## src/rtl/sap_sequencer.sv

```systemverilog
// Microcoded stage sequencer for the 8-bit CPU: steps T0..T5 and decodes the 15-bit control word.
// Optional stage-by-stage single-step mode is built when SINGLE_STEP_EN is defined.
module sap_sequencer (
  input  logic        clk,
  input  logic        rst_n,
  input  logic        run,
`ifdef SINGLE_STEP_EN
  input  logic        step_mode,
  input  logic        step,
`endif
  input  logic [3:0]  opcode,
  output logic [2:0]  stage,
  output logic [14:0] ctrl,
  output logic        instr_done,
  output logic        halted
);

  typedef enum logic [2:0] {
    ST_T0   = 3'd0,
    ST_T1   = 3'd1,
    ST_T2   = 3'd2,
    ST_T3   = 3'd3,
    ST_T4   = 3'd4,
    ST_T5   = 3'd5,
    ST_IDLE = 3'd6,
    ST_HALT = 3'd7
  } stage_e;

  localparam logic [3:0] OP_HLT = 4'd0;
  localparam logic [3:0] OP_ADD = 4'd2;
  localparam logic [3:0] OP_SUB = 4'd3;
  localparam logic [3:0] OP_LDA = 4'd4;
  localparam logic [3:0] OP_OUT = 4'd5;
  localparam logic [3:0] OP_STA = 4'd6;
  localparam logic [3:0] OP_JMP = 4'd7;

  localparam logic [14:0] INACT = 15'h0FE3;

  stage_e      stage_q, stage_d;
  logic [3:0]  op_q, op_d;
  logic        halted_q, halted_d;
  logic        adv_s;
  logic        last_s;
  logic [3:0]  dec_op_s;
  logic [14:0] word_s;

  // Control word asserted by a stage for a given opcode (ignores advance enable).
  function automatic logic [14:0] stage_word(input stage_e s, input logic [3:0] op);
    logic [14:0] w;
    w = INACT;
    case (s)
      ST_T0: w = 15'h27E3;
      ST_T1: w = 15'h4FE3;
      ST_T2: w = 15'h0D63;
      ST_T3: begin
        case (op)
          OP_LDA, OP_ADD, OP_SUB, OP_STA: w = 15'h07A3;
          OP_OUT:                         w = 15'h0FF2;
          OP_JMP:                         w = 15'h1FA3;
          default:                        w = INACT;
        endcase
      end
      ST_T4: begin
        case (op)
          OP_LDA:         w = 15'h0DC3;
          OP_ADD, OP_SUB: w = 15'h0DE1;
          OP_STA:         w = 15'h0BF3;
          default:        w = INACT;
        endcase
      end
      ST_T5: begin
        case (op)
          OP_ADD:  w = 15'h0FC7;
          OP_SUB:  w = 15'h0FCF;
          OP_STA:  w = 15'h0EE3;
          default: w = INACT;
        endcase
      end
      default: w = INACT;
    endcase
    return w;
  endfunction

  // True when stage s is the final execute stage of op (HLT never completes).
  function automatic logic is_last(input stage_e s, input logic [3:0] op);
    logic l;
    l = 1'b0;
    case (s)
      ST_T3: begin
        case (op)
          OP_HLT, OP_LDA, OP_ADD, OP_SUB, OP_STA: l = 1'b0;
          default:                                l = 1'b1;
        endcase
      end
      ST_T4: begin
        case (op)
          OP_ADD, OP_SUB, OP_STA: l = 1'b0;
          default:                l = 1'b1;
        endcase
      end
      ST_T5:   l = 1'b1;
      default: l = 1'b0;
    endcase
    return l;
  endfunction

  // Advance enable, decode selection and next-state logic.
  always_comb begin
`ifdef SINGLE_STEP_EN
    adv_s = run & (~step_mode | step);
`else
    adv_s = run;
`endif
    dec_op_s = (stage_q == ST_T3) ? opcode : op_q;
    word_s   = stage_word(stage_q, dec_op_s);
    last_s   = is_last(stage_q, dec_op_s);
    stage_d  = stage_q;
    op_d     = op_q;
    if (adv_s) begin
      case (stage_q)
        ST_IDLE: stage_d = ST_T0;
        ST_T0:   stage_d = ST_T1;
        ST_T1:   stage_d = ST_T2;
        ST_T2:   stage_d = ST_T3;
        ST_T3: begin
          op_d = opcode;
          if (opcode == OP_HLT) begin
            stage_d = ST_HALT;
          end else if (last_s) begin
            stage_d = ST_T0;
          end else begin
            stage_d = ST_T4;
          end
        end
        ST_T4:   stage_d = last_s ? ST_T0 : ST_T5;
        ST_T5:   stage_d = ST_T0;
        ST_HALT: stage_d = ST_HALT;
        default: stage_d = ST_IDLE;
      endcase
    end else begin
      stage_d = stage_q;
    end
    halted_d = (stage_d == ST_HALT);
  end

  // Sequencer state register with synchronous active-low reset.
  always_ff @(posedge clk) begin
    if (!rst_n) begin
      stage_q  <= ST_IDLE;
      op_q     <= 4'd0;
      halted_q <= 1'b0;
    end else begin
      stage_q  <= stage_d;
      op_q     <= op_d;
      halted_q <= halted_d;
    end
  end

  // No partial-stage assertion: a word is driven only in a cycle that advances.
  assign ctrl       = adv_s ? word_s : INACT;
  assign instr_done = adv_s & last_s;
  assign stage      = stage_q;
  assign halted     = halted_q;

endmodule

```

## config.mk

```make
export PLATFORM = sky130hd
export DESIGN_NAME = sap_sequencer
export DESIGN_NICKNAME = d
export VERILOG_FILES = /design/src/rtl/sap_sequencer.sv
export SDC_FILE = /design/constraint.sdc
export NUM_CORES = 1
export LEC_CHECK = 0
export BUFFER_PORTS_ARGS = -buffer_cell sky130_fd_sc_hd__clkbuf_2
export CORE_MARGIN = 5
export CORE_UTILIZATION = 35
export DETAILED_ROUTE_END_ITERATION = 8
export GPL_TIMING_DRIVEN = 0
export HOLD_SLACK_MARGIN = 0.08
export SKIP_CTS_REPAIR_TIMING = 1
export SLEW_MARGIN = 40
export SYNTH_ARGS = -nofsm -noshare
export SYNTH_HDL_FRONTEND = slang
export SYNTH_SLANG_ARGS = --single-unit
```

## constraint.sdc

```tcl
create_clock -name clk -period 1.5 [get_ports clk]
set_clock_uncertainty 0.1 [all_clocks]
set_input_delay 0.15 -clock clk [delete_from_list [all_inputs] [get_ports clk]]
set_output_delay 0.15 -clock clk [all_outputs]
set_load 0.01 [all_outputs]
```

==> impl_metrics.prom, run 1 <==
# TYPE chip_impl_metric gauge
chip_impl_info{name="outcome",value="finished, violations left"} 1
chip_impl_info{name="failing_checks",value="negative setup slack"} 1
chip_impl_metric{name="power.density",unit="nW/um^2"} 524
chip_impl_metric{name="finalNetCount",unit=""} 163
chip_impl_metric{name="detail_route.vias_per_cell",unit=""} 5.20
chip_impl_metric{name="comb_power_share",unit="%"} 44.1
chip_impl_metric{name="netSwitchingPower",unit="W"} 0.000238
chip_impl_info{name="cp-start-kind",value="register"} 1
chip_impl_info{name="crit_path_top_delay_cell",value="sky130_fd_sc_hd__dfxtp_4"} 1
chip_impl_metric{name="syn_avg_cell_area",unit="um^2"} 7.44
chip_impl_metric{name="post_drt_antenna_nets",unit=""} 0
chip_impl_metric{name="final_layout_size_suffix_gt1_share",unit="%"} 55.2
chip_impl_metric{name="ys_seq_area_share",unit="%"} 20.3
chip_impl_metric{name="max_slew_margin",unit="%"} 67.9
chip_impl_metric{name="postSynthRegisterBits",unit=""} 8
chip_impl_metric{name="cts-buffers-inserted",unit=""} 3
chip_impl_metric{name="netlist-cell-type-count",unit=""} 43
chip_impl_metric{name="gp_routability_congestion",unit=""} 0.881
chip_impl_info{name="hold_start",value="opcode[3]"} 1
chip_impl_metric{name="pre_cts_ws",unit="ps"} -317
chip_impl_info{name="synthDominantAreaCellType",value="sky130_fd_sc_hd__dfxtp_1"} 1
chip_impl_metric{name="timing.final.max_slew_violations",unit=""} 0
chip_impl_metric{name="power.internal",unit="W"} 0.000479
chip_impl_metric{name="worst_path_buffer_plus_inverter_count",unit=""} 1
chip_impl_metric{name="regToRegSetupSlack",unit="ps"} 20
chip_impl_metric{name="timing.final.hold_violations",unit=""} 0
chip_impl_info{name="unrepaired_setup_endpoints_after_global_routing",value="yes"} 1
chip_impl_metric{name="finalCoreUtilization",unit="%"} 62.5
chip_impl_metric{name="clkTransAtPathRegs",unit="ps"} 50
chip_impl_info{name="cts_root_buf",value="sky130_fd_sc_hd__clkbuf_4"} 1
chip_impl_metric{name="finalSetupViolations",unit=""} 14
chip_impl_metric{name="worst_pin_slew",unit="ps"} 478
chip_impl_info{name="critical_path.endpoint_type",value="output port"} 1
chip_impl_metric{name="power.static_leakage",unit="nW"} 0.595
chip_impl_metric{name="clock_insertion_delay_worst_skew",unit="ps"} 240
chip_impl_metric{name="grt_first_pass_wirelength",unit="mm"} 3.75
chip_impl_metric{name="synth.top_cell.area_share",unit="%"} 20.3
chip_impl_metric{name="ios",unit=""} 27
chip_impl_metric{name="cap_violations",unit=""} 0
chip_impl_metric{name="synth_enable_flop_cells",unit=""} 0
chip_impl_metric{name="row_count",unit=""} 17
chip_impl_metric{name="worst_ep_arrival_time",unit="ps"} 1700
chip_impl_metric{name="grt_util_met2",unit="%"} 22.4
chip_impl_metric{name="largest_net_degree_at_the_start_of_global_routing",unit=""} 11
chip_impl_metric{name="grt_overflow_total",unit=""} 0
chip_impl_metric{name="worstHoldPathCells",unit=""} 3
chip_impl_info{name="holdPathEnd",value="op_q[3]"} 1
chip_impl_metric{name="timing.critical_path.required",unit="ps"} 1250
chip_impl_metric{name="dr_total_vias",unit=""} 947
chip_impl_metric{name="timing.critical_path.fanout_max",unit=""} 7
chip_impl_info{name="timing_worst_setup_path_type",value="register to output port"} 1
chip_impl_metric{name="global_route.usage.met1",unit="%"} 19.0
chip_impl_metric{name="period_needed",unit="ps"} 1950
chip_impl_metric{name="cts_sinks",unit=""} 8
chip_impl_metric{name="power.share.clock",unit="%"} 21.8
chip_impl_metric{name="period_share",unit="%"} 130
chip_impl_info{name="worstReg2RegEnd",value="halted"} 1
chip_impl_info{name="global_route.peak_usage_layer",value="met2"} 1
chip_impl_metric{name="netlist_instances",unit=""} 106
chip_impl_info{name="cts_tree",value="yes"} 1
chip_impl_metric{name="floorplan.die_area",unit="um^2"} 3300
chip_impl_info{name="ys_dominant_reg_cell",value="sky130_fd_sc_hd__dfxtp_1"} 1
chip_impl_metric{name="antenna_violations_before_repair",unit=""} 0
chip_impl_metric{name="met3_usage",unit="%"} 2.04
chip_impl_info{name="critical_path.reg2reg.startpoint",value="stage[0]"} 1
chip_impl_metric{name="cts_max_path_buffers",unit=""} 2
chip_impl_metric{name="floorplan.die.width",unit="um"} 57.5
chip_impl_metric{name="sequentialPowerShare",unit="%"} 34.1
chip_impl_metric{name="insertedDiodeCount",unit=""} 0
chip_impl_metric{name="timing.final.ws_setup",unit="ps"} -445
chip_impl_info{name="post_synth_main_area_contributors",value="sky130_fd_sc_hd__dfxtp_1 (20%), sky130_fd_sc_hd__mux2i_1 (7.6%), sky130_fd_sc_hd__nand2b_1 (5.6%), sky130_fd_sc_hd__nor2_1 (5.2%), sky130_fd_sc_hd__nand2_1 (3.8%)"} 1
chip_impl_metric{name="reg2regPathDepth",unit=""} 7
chip_impl_metric{name="synth_area",unit="um^2"} 788
chip_impl_metric{name="input_output_buffers",unit=""} 24
chip_impl_metric{name="async_set_reset_flop_share_out_of_synthesis",unit="%"} 0
chip_impl_metric{name="firstDrtPassIters",unit=""} 4
chip_impl_metric{name="drc_errors",unit=""} 0
chip_impl_metric{name="cp_slowest_stage_delay",unit="ps"} 360
chip_impl_metric{name="initial_utilization",unit="%"} 36.0
chip_impl_metric{name="vdd.ir_drop.worst",unit="mV"} 0.587
chip_impl_info{name="critical_path.top_delay_family",value="simple AND/OR/NAND/NOR gates"} 1
chip_impl_metric{name="filler_cell_count",unit=""} 193
chip_impl_metric{name="dp_hpwl",unit="mm"} 1.68
chip_impl_metric{name="first_iter_violations",unit=""} 18
chip_impl_metric{name="htree_levels",unit=""} 1
chip_impl_metric{name="area_delta_synth_final",unit="%"} 73.7
chip_impl_metric{name="synth.net_count",unit=""} 113
chip_impl_metric{name="drt_wl_total",unit="mm"} 2.66
chip_impl_metric{name="detail_route.wl_per_cell",unit="um"} 14.6
chip_impl_metric{name="yosysWarnings",unit=""} 0
chip_impl_metric{name="netSwitchingFraction",unit="%"} 33.2
chip_impl_metric{name="grt_usage",unit="%"} 14.0
chip_impl_metric{name="number_of_global_route_vias_before_repair",unit=""} 825
chip_impl_info{name="worstPathCellList",value="nand3b_4 -> mux2i_4 -> or3_1 -> a21boi_2 -> buf_2"} 1
chip_impl_info{name="hold_path_class",value="input port to register"} 1
chip_impl_metric{name="core",unit="um^2"} 2190
chip_impl_metric{name="die_height",unit="um"} 57.5
chip_impl_metric{name="max_freq",unit="MHz"} 514
-- logic make-up after synthesis --
kind of cell	Yosys count	share of synthesized area [%]
AO/OA/AOI/OAI	26	23.0
buffers and inverters	10	6.35
flip-flops	8	20.3
multiplexers	8	10.8
AND/OR/NAND/NOR	54	39.5
-- worst max path at each step --
| stage | from | to | slack, ps | cells after the start |
|---|---|---|---|---|
| 2_1_floorplan | stage[2] | ctrl[4] | -110 | 5 |
| 3_3_place_gp | stage[2] | ctrl[4] | -310 | 6 |
| 3_5_place_dp | stage[2] | ctrl[4] | -320 | 6 |
| 4_1_cts | stage[2] | ctrl[4] | -580 | 6 |
| 5_1_grt | stage[0] | ctrl[4] | -480 | 6 |
| 6_report | stage[2] | ctrl[4] | -450 | 5 |
-- per-layer routing --
metal	vias up	routed length, um
li1	485	-
met1	437	1250
met2	19	1280
met3	6	96
met4	0	40
met5	-	0
-- area by class of cell --
type / instances / area (um^2) / share of cell area [%]
plain buffers: 7 / 55.1 / 4.02
clock buffers: 3 / 22.5 / 1.65
inverters: 2 / 7.51 / 0.548
multi-input cells: 88 / 744 / 54.4
flip-flops and latches: 8 / 168 / 12.2
well taps: 28 / 35.0 / 2.56
repair buffers: 46 / 337 / 24.6
-- power by group through the flow --
stage                     clock network, W  registers [W]  logic, W
after floorplan                          0       0.000243  0.000140
after global placement                   0       0.000241  0.000197
after detailed placement                 0       0.000241  0.000197
after CTS                         0.000163       0.000237  0.000198
after global routing              0.000171       0.000246  0.000341
final                             0.000156       0.000245  0.000316
-- cells in the final DEF, fill, tap and decap left out, drive strengths merged, types with 2 or more instances in the layout --
cell type  netlist  routed
buf              5      36
clkbuf           3      19
nor2            11      11
nand2            8       8
dfxtp            8       8
nand2b           7       7
mux2i            7       7
o21ai            5       5
nand3            5       5
a21oi            4       4
nor3b            4       4
nor2b            3       3
or3              3       3
nand4            2       2
o21a             2       2
inv              2       2
and2             2       2
nand3b           2       2
nor3             2       2
and3             2       2
a31oi            2       2
-- worst reg2reg max path, cell delays in order (launching register included) --
cell,delay (ps)
sky130_fd_sc_hd__dfxtp_2,320
sky130_fd_sc_hd__buf_6,120
sky130_fd_sc_hd__buf_6,120
sky130_fd_sc_hd__buf_6,120
sky130_fd_sc_hd__o21ai_0,200
sky130_fd_sc_hd__nand2_1,100
sky130_fd_sc_hd__a32oi_2,180
sky130_fd_sc_hd__and3_1,180
-- stage by stage --
| stage | hold WS, ps | total power, W | instances | instance area [um^2] | TNS, ps |
|---|---|---|---|---|---|
| after floorplan | 112 | 0.000383 | 106 | 822 | -441 |
| final | 185 | 0.000717 | 182 | 1370 | -4490 |
| after detailed placement | 238 | 0.000438 | 158 | 977 | -2420 |
| after global placement | 241 | 0.000437 | 158 | 977 | -2220 |
| after global routing | 242 | 0.000758 | 182 | 1370 | -5440 |
| after CTS | -18.6 | 0.000597 | 161 | 1000 | -6130 |
-- cells in the mapped netlist, drive strengths merged, types with 2 or more instances --
library cell  number
nor2              11
dfxtp              8
nand2              8
mux2i              7
nand2b             7
buf                5
nand3              5
o21ai              5
a21oi              4
nor3b              4
clkbuf             3
nor2b              3
or3                3
a31oi              2
and2               2
and3               2
inv                2
nand3b             2
nand4              2
nor3               2
o21a               2
-- sequential cells by signal, indices dropped and copies added (netlist names) --
register and flops:
op_q 4, halted 1, stage 3
Power figures use the tool's default switching activity.
==> run 2: changes to the inputs <==
--- a/config.mk
+++ b/config.mk
@@ -6,11 +6,12 @@
 export NUM_CORES = 1
 export LEC_CHECK = 0
 export BUFFER_PORTS_ARGS = -buffer_cell sky130_fd_sc_hd__clkbuf_2
-export CORE_MARGIN = 5
+export CORE_MARGIN = 10
 export CORE_UTILIZATION = 35
 export DETAILED_ROUTE_END_ITERATION = 8
 export GPL_TIMING_DRIVEN = 0
 export HOLD_SLACK_MARGIN = 0.08
+export PLACE_DENSITY = 0.57
 export SKIP_CTS_REPAIR_TIMING = 1
 export SLEW_MARGIN = 40
 export SYNTH_ARGS = -nofsm -noshare
==> run 2 against run 1 <==
Largest power group unchanged. Power shrank 7.9%. Combinational power fell by 18%. Die area increased by 38%. Sequential share of layout area up 2.0 points. The flow still finishes with violations (negative setup slack). Critical path type unchanged. Highest routed layer unchanged.
==> impl_metrics.prom, run 2 (synthesis gave the netlist of run 1 again) <==
# TYPE chip_impl_metric gauge
chip_impl_info{name="outcome",value="finished, violations left"} 1
chip_impl_info{name="failing_checks",value="negative setup slack"} 1
chip_impl_metric{name="placement.cell_area",unit="um^2"} 977
chip_impl_metric{name="clkTransAtPathRegs",unit="ps"} 50
chip_impl_metric{name="power.internal",unit="W"} 0.000444
chip_impl_metric{name="worst_path_buffer_plus_inverter_count",unit=""} 1
chip_impl_metric{name="power.density",unit="nW/um^2"} 552
chip_impl_metric{name="filler_cell_count",unit=""} 211
chip_impl_metric{name="cts-buffers-inserted",unit=""} 3
chip_impl_metric{name="netSwitchingPower",unit="W"} 0.000216
chip_impl_metric{name="initial_utilization",unit="%"} 36.3
chip_impl_metric{name="timing.critical_path.required",unit="ps"} 1250
chip_impl_metric{name="number_of_global_route_vias_before_repair",unit=""} 792
chip_impl_metric{name="cts_max_path_buffers",unit=""} 2
chip_impl_metric{name="dr_total_vias",unit=""} 948
chip_impl_metric{name="core",unit="um^2"} 2170
chip_impl_metric{name="power.static_leakage",unit="nW"} 0.520
chip_impl_metric{name="gp_routability_congestion",unit=""} 0.840
chip_impl_metric{name="max_slew_margin",unit="%"} 64.7
chip_impl_metric{name="dp_hpwl",unit="mm"} 1.88
chip_impl_info{name="cts_tree",value="yes"} 1
chip_impl_metric{name="die_height",unit="um"} 67.5
chip_impl_metric{name="period_share",unit="%"} 132
chip_impl_metric{name="drc_errors",unit=""} 0
chip_impl_metric{name="post-route-cell-area",unit="um^2"} 1190
chip_impl_metric{name="floorplan.die.width",unit="um"} 67.5
chip_impl_info{name="top_register",value="op_q"} 1
chip_impl_metric{name="final_layout_size_suffix_gt1_share",unit="%"} 45.1
chip_impl_metric{name="vdd.ir_drop.worst",unit="mV"} 0.425
chip_impl_metric{name="finalSetupViolations",unit=""} 16
chip_impl_metric{name="detail_route.vias_per_cell",unit=""} 5.51
chip_impl_metric{name="grt_first_pass_wirelength",unit="mm"} 3.75
chip_impl_metric{name="finalCoreUtilization",unit="%"} 55.1
chip_impl_metric{name="hold_slack",unit="ps"} 175
chip_impl_info{name="critical_path.top_delay_family",value="simple AND/OR/NAND/NOR gates"} 1
chip_impl_info{name="mostFrequentLayoutCells",value="sky130_fd_sc_hd__clkbuf_2 (18), sky130_fd_sc_hd__nor2_1 (9), sky130_fd_sc_hd__nand2_1 (8)"} 1
chip_impl_metric{name="finalPower",unit="W"} 0.000660
chip_impl_metric{name="drt_wl_total",unit="mm"} 2.71
chip_impl_metric{name="cp_slowest_stage_delay",unit="ps"} 370
chip_impl_info{name="mostFrequentLayoutCell",value="sky130_fd_sc_hd__clkbuf_2"} 1
chip_impl_metric{name="largest_net_degree_at_the_start_of_global_routing",unit=""} 11
chip_impl_metric{name="timing.final.hold_violations",unit=""} 0
chip_impl_metric{name="input_output_buffers",unit=""} 24
chip_impl_metric{name="numPlacedInstances",unit=""} 158
chip_impl_info{name="hold_path_class",value="input port to register"} 1
chip_impl_metric{name="period_needed",unit="ps"} 1990
chip_impl_metric{name="sequentialPowerShare",unit="%"} 37.2
chip_impl_metric{name="max_freq",unit="MHz"} 503
chip_impl_metric{name="worst_ep_arrival_time",unit="ps"} 1740
chip_impl_info{name="critical_path.endpoint_type",value="output port"} 1
chip_impl_metric{name="firstDrtPassIters",unit=""} 4
chip_impl_metric{name="grt_usage",unit="%"} 10.5
chip_impl_metric{name="post_drt_antenna_nets",unit=""} 0
chip_impl_metric{name="clock_insertion_delay_worst_skew",unit="ps"} 250
chip_impl_metric{name="floorplan.die_area",unit="um^2"} 4550
chip_impl_metric{name="timing.final.ws_setup",unit="ps"} -486
chip_impl_metric{name="antenna_violations_before_repair",unit=""} 0
chip_impl_info{name="worstPathCellList",value="nand3b_4 -> mux2i_4 -> or3_4 -> a21boi_2 -> buf_2"} 1
chip_impl_metric{name="first_iter_violations",unit=""} 44
chip_impl_metric{name="reg2regPathDepth",unit=""} 6
chip_impl_metric{name="ios",unit=""} 27
chip_impl_metric{name="detail_route.wl_per_cell",unit="um"} 15.7
chip_impl_metric{name="finalNetCount",unit=""} 153
chip_impl_metric{name="largest_register_ff_count",unit=""} 4
chip_impl_metric{name="cp_num_cells",unit=""} 5
chip_impl_info{name="cp-start-kind",value="register"} 1
chip_impl_info{name="timing_worst_setup_path_type",value="register to output port"} 1
chip_impl_metric{name="cts_sinks",unit=""} 8
chip_impl_info{name="unrepaired_setup_endpoints_after_global_routing",value="yes"} 1
chip_impl_metric{name="htree_levels",unit=""} 1
chip_impl_metric{name="timing.critical_path.fanout_max",unit=""} 8
chip_impl_metric{name="insertedDiodeCount",unit=""} 0
chip_impl_metric{name="comb_power_share",unit="%"} 39.0
chip_impl_metric{name="worstHoldPathCells",unit=""} 3
chip_impl_metric{name="area_delta_synth_final",unit="%"} 51.6
chip_impl_metric{name="row_count",unit=""} 17
chip_impl_metric{name="netSwitchingFraction",unit="%"} 32.7
chip_impl_metric{name="worst_pin_slew",unit="ps"} 524
chip_impl_metric{name="grt_overflow_total",unit=""} 0
chip_impl_metric{name="power.share.clock",unit="%"} 23.8
chip_impl_metric{name="layoutNonFillerInstCount",unit=""} 172
chip_impl_info{name="cts_root_buf",value="sky130_fd_sc_hd__clkbuf_4"} 1
chip_impl_metric{name="cap_violations",unit=""} 0
chip_impl_info{name="crit_path_top_delay_cell",value="sky130_fd_sc_hd__dfxtp_4"} 1
chip_impl_metric{name="timing.final.max_slew_violations",unit=""} 0
## run 2: worst paths after layout
kind | start | end | slack, ps
worst min-delay path | opcode[3] | op_q[3] | 170
worst max-delay path | stage[2] | ctrl[4] | -490
worst min register to register | op_q[1] | op_q[1] | 500
worst max register to register | stage[2] | halted | -170
## run 2: metrics by stage
step | setup slack [ps] | TNS, ps
floorplan | -112 | -441
global placement | -283 | -2220
detailed placement | -294 | -2350
CTS | -573 | -6240
global route | -616 | -6690
finish | -486 | -5260
## run 2: area by class of cell
cell class              count  area [um^2]  area share [%]
plain buffers               7         55.1            4.61
clock buffers               3         22.5            1.88
inverters                   2         7.51           0.628
multi-input cells          88          657            55.0
flip-flops and latches      8          170            14.2
well taps                  28         35.0            2.93
repair buffers             36          248            20.7
## run 2: power groups by stage
stage | Sequential [W] | Combinational (W) | Clock, W
after CTS | 0.000237 | 0.000200 | 0.000165
after global routing | 0.000247 | 0.000280 | 0.000182
after detailed placement | 0.000242 | 0.000198 | 0
final | 0.000246 | 0.000258 | 0.000157
after global placement | 0.000241 | 0.000199 | 0
after floorplan | 0.000243 | 0.000140 | 0
## run 2: routing by layer
metal	global-route usage [%]	vias up	part of all wire, %
met5	0	-	0
met4	5.38	0	2.3
met3	3.80	7	10
met2	15.4	39	45
met1	13.2	437	43
li1	-	465	-
## run 2: worst register-to-register path, stage by stage, from the launching register on
cell                       delay (ps)
sky130_fd_sc_hd__dfxtp_4          370
sky130_fd_sc_hd__nand3b_4         250
sky130_fd_sc_hd__buf_6            170
sky130_fd_sc_hd__buf_6            100
sky130_fd_sc_hd__a211o_1          220
sky130_fd_sc_hd__a32oi_1          200
sky130_fd_sc_hd__and3_1           180
==> run 3: changes to the inputs <==
--- a/config.mk
+++ b/config.mk
@@ -6,6 +6,7 @@
 export NUM_CORES = 1
 export LEC_CHECK = 0
 export BUFFER_PORTS_ARGS = -buffer_cell sky130_fd_sc_hd__clkbuf_2
+export CORE_ASPECT_RATIO = 0.6
 export CORE_MARGIN = 10
 export CORE_UTILIZATION = 35
 export DETAILED_ROUTE_END_ITERATION = 8
==> run 3 against run 2 <==
The run still ends with negative setup slack left. Combinational power increased by 7%. Worst setup slack improved by 32 ps. Maximum frequency is 1.6% higher. Largest power group unchanged. First-iteration DRC count up 140%. Hold slack gained 39 ps. Via count up 3.4%. Critical path depth down 1. Flip-flop and latch count is the same. Utilization increased by 2.5 points. Highest routed layer unchanged.
==> impl_metrics.prom, run 3 (synthesis gave the netlist of run 1 again) <==
# TYPE chip_impl_metric gauge
chip_impl_metric{name="row_count",unit=""} 13
chip_impl_info{name="hold_path_class",value="input port to register"} 1
chip_impl_metric{name="detail_route.vias_per_cell",unit=""} 5.63
chip_impl_info{name="failing_checks",value="negative setup slack"} 1
chip_impl_metric{name="timing.final.hold_violations",unit=""} 0
chip_impl_metric{name="firstDrtPassIters",unit=""} 4
chip_impl_metric{name="filler_cell_count",unit=""} 206
chip_impl_metric{name="largest_net_degree_at_the_start_of_global_routing",unit=""} 11
chip_impl_info{name="mostFrequentLayoutCells",value="sky130_fd_sc_hd__clkbuf_2 (19), sky130_fd_sc_hd__nor2_1 (10), sky130_fd_sc_hd__buf_4 (9)"} 1
chip_impl_metric{name="antenna_violations_before_repair",unit=""} 0
chip_impl_info{name="critical_path.top_delay_family",value="simple AND/OR/NAND/NOR gates"} 1
chip_impl_metric{name="cts-buffers-inserted",unit=""} 3
chip_impl_info{name="top_register",value="op_q"} 1
chip_impl_info{name="unrepaired_setup_endpoints_after_global_routing",value="yes"} 1
chip_impl_metric{name="finalSetupViolations",unit=""} 14
chip_impl_metric{name="dp_hpwl",unit="mm"} 1.97
chip_impl_metric{name="cp_num_cells",unit=""} 4
chip_impl_metric{name="max_freq",unit="MHz"} 512
chip_impl_metric{name="floorplan.die.width",unit="um"} 81.3
chip_impl_metric{name="finalNetCount",unit=""} 153
chip_impl_metric{name="period_share",unit="%"} 130
chip_impl_metric{name="period_needed",unit="ps"} 1950
chip_impl_metric{name="first_iter_violations",unit=""} 104
chip_impl_metric{name="final_layout_size_suffix_gt1_share",unit="%"} 47.9
chip_impl_metric{name="cts_sinks",unit=""} 8
chip_impl_metric{name="timing.critical_path.required",unit="ps"} 1250
chip_impl_metric{name="input_output_buffers",unit=""} 24
chip_impl_metric{name="cts_max_path_buffers",unit=""} 2
chip_impl_metric{name="core",unit="um^2"} 2150
chip_impl_metric{name="die_height",unit="um"} 56.8
chip_impl_metric{name="grt_usage",unit="%"} 11.2
chip_impl_info{name="cts_tree",value="yes"} 1
chip_impl_metric{name="finalPower",unit="W"} 0.000781
chip_impl_metric{name="initial_utilization",unit="%"} 36.7
chip_impl_metric{name="area_delta_synth_final",unit="%"} 56.8
chip_impl_metric{name="max_slew_margin",unit="%"} 62.4
chip_impl_metric{name="grt_first_pass_wirelength",unit="mm"} 4.25
chip_impl_metric{name="placement.cell_area",unit="um^2"} 980
chip_impl_info{name="worstPathCellList",value="nand3b_4 -> or3b_1 -> a311o_1 -> buf_2"} 1
chip_impl_metric{name="gp_routability_congestion",unit=""} 0.801
chip_impl_metric{name="insertedDiodeCount",unit=""} 0
chip_impl_metric{name="drt_wl_total",unit="mm"} 2.88
chip_impl_metric{name="reg2regPathDepth",unit=""} 5
chip_impl_metric{name="timing.final.max_slew_violations",unit=""} 0
chip_impl_info{name="mostFrequentLayoutCell",value="sky130_fd_sc_hd__clkbuf_2"} 1
chip_impl_metric{name="post-route-cell-area",unit="um^2"} 1240
chip_impl_metric{name="dr_total_vias",unit=""} 980
chip_impl_metric{name="htree_levels",unit=""} 1
chip_impl_metric{name="number_of_global_route_vias_before_repair",unit=""} 841
chip_impl_metric{name="worst_pin_slew",unit="ps"} 559
chip_impl_metric{name="hold_slack",unit="ps"} 214
chip_impl_metric{name="floorplan.die_area",unit="um^2"} 4610
chip_impl_metric{name="power.density",unit="nW/um^2"} 632
chip_impl_metric{name="cp_slowest_stage_delay",unit="ps"} 380
chip_impl_info{name="cp-start-kind",value="register"} 1
chip_impl_metric{name="worst_ep_arrival_time",unit="ps"} 1700
chip_impl_metric{name="fin_setup_tns",unit="ps"} -4300
chip_impl_metric{name="worstHoldPathCells",unit=""} 3
chip_impl_metric{name="clkTransAtPathRegs",unit="ps"} 40
chip_impl_metric{name="timing.critical_path.fanout_max",unit=""} 7
chip_impl_info{name="critical_path.endpoint_type",value="output port"} 1
chip_impl_metric{name="post_drt_antenna_nets",unit=""} 0
chip_impl_metric{name="drc_errors",unit=""} 0
chip_impl_metric{name="detail_route.wl_per_cell",unit="um"} 16.5
chip_impl_metric{name="grt_overflow_total",unit=""} 0
chip_impl_metric{name="vdd.ir_drop.worst",unit="mV"} 0.793
chip_impl_info{name="crit_path_top_delay_cell",value="sky130_fd_sc_hd__or3b_1"} 1
chip_impl_metric{name="largest_register_ff_count",unit=""} 4
chip_impl_info{name="timing_worst_setup_path_type",value="register to output port"} 1
chip_impl_metric{name="clock_insertion_delay_worst_skew",unit="ps"} 230
chip_impl_metric{name="worst_path_buffer_plus_inverter_count",unit=""} 1
chip_impl_metric{name="cap_violations",unit=""} 0
chip_impl_info{name="outcome",value="finished, violations left"} 1
chip_impl_info{name="cts_root_buf",value="sky130_fd_sc_hd__clkbuf_8"} 1
chip_impl_metric{name="ios",unit=""} 27
chip_impl_metric{name="power.static_leakage",unit="nW"} 0.522
chip_impl_metric{name="timing.final.ws_setup",unit="ps"} -454
## run 3: worst min-delay path, delay by kind of cell
kind,cells,cell delay [ps]
buffers and inverters,1,180
muxes,1,90
and+or+nand+nor,1,80
## run 3: power by group
part / leakage (nW) / switching, W / internal, W
combinational: 0.434 / 0.000139 / 0.000138
sequential: 0.0667 / 0.0000190 / 0.000225
clock: 0.0216 / 0.0000858 / 0.000174
total: 0.522 / 0.000244 / 0.000537
## run 3: path summary, 6_finish.rpt
kind              from       to  slack (ps)
min reg2reg    op_q[1]  op_q[1]         480
max reg2reg   stage[2]   halted          20
max           stage[2]  ctrl[6]        -450
min          opcode[3]  op_q[3]         210
## run 3: cell type report
type / count / area (um^2) / area share (%)
clock buffer: 3 / 41.3 / 3.34
timing repair buffer: 36 / 241 / 19.5
sequential: 8 / 170 / 13.8
multi-input combinational: 88 / 687 / 55.6
inverter: 2 / 7.51 / 0.607
buffer: 7 / 51.3 / 4.15
tap: 30 / 37.5 / 3.04
## run 3: routing by layer
metal	share of wire, %	up-vias	GRT usage (%)
met2	44	48	15.6
met4	2.2	0	2.46
met1	46	463	16.0
li1	-	461	-
met5	0	-	0
met3	7.4	8	3.65
## run 3: metrics by stage
stage | setup slack [ps] | cells | util, %
after global placement | -314 | 160 | 45.6
after detailed placement | -342 | 160 | 45.6
after CTS | -583 | 163 | 47.6
final | -454 | 174 | 57.6
after floorplan | -112 | 106 | -
after global routing | -525 | 174 | 57.6
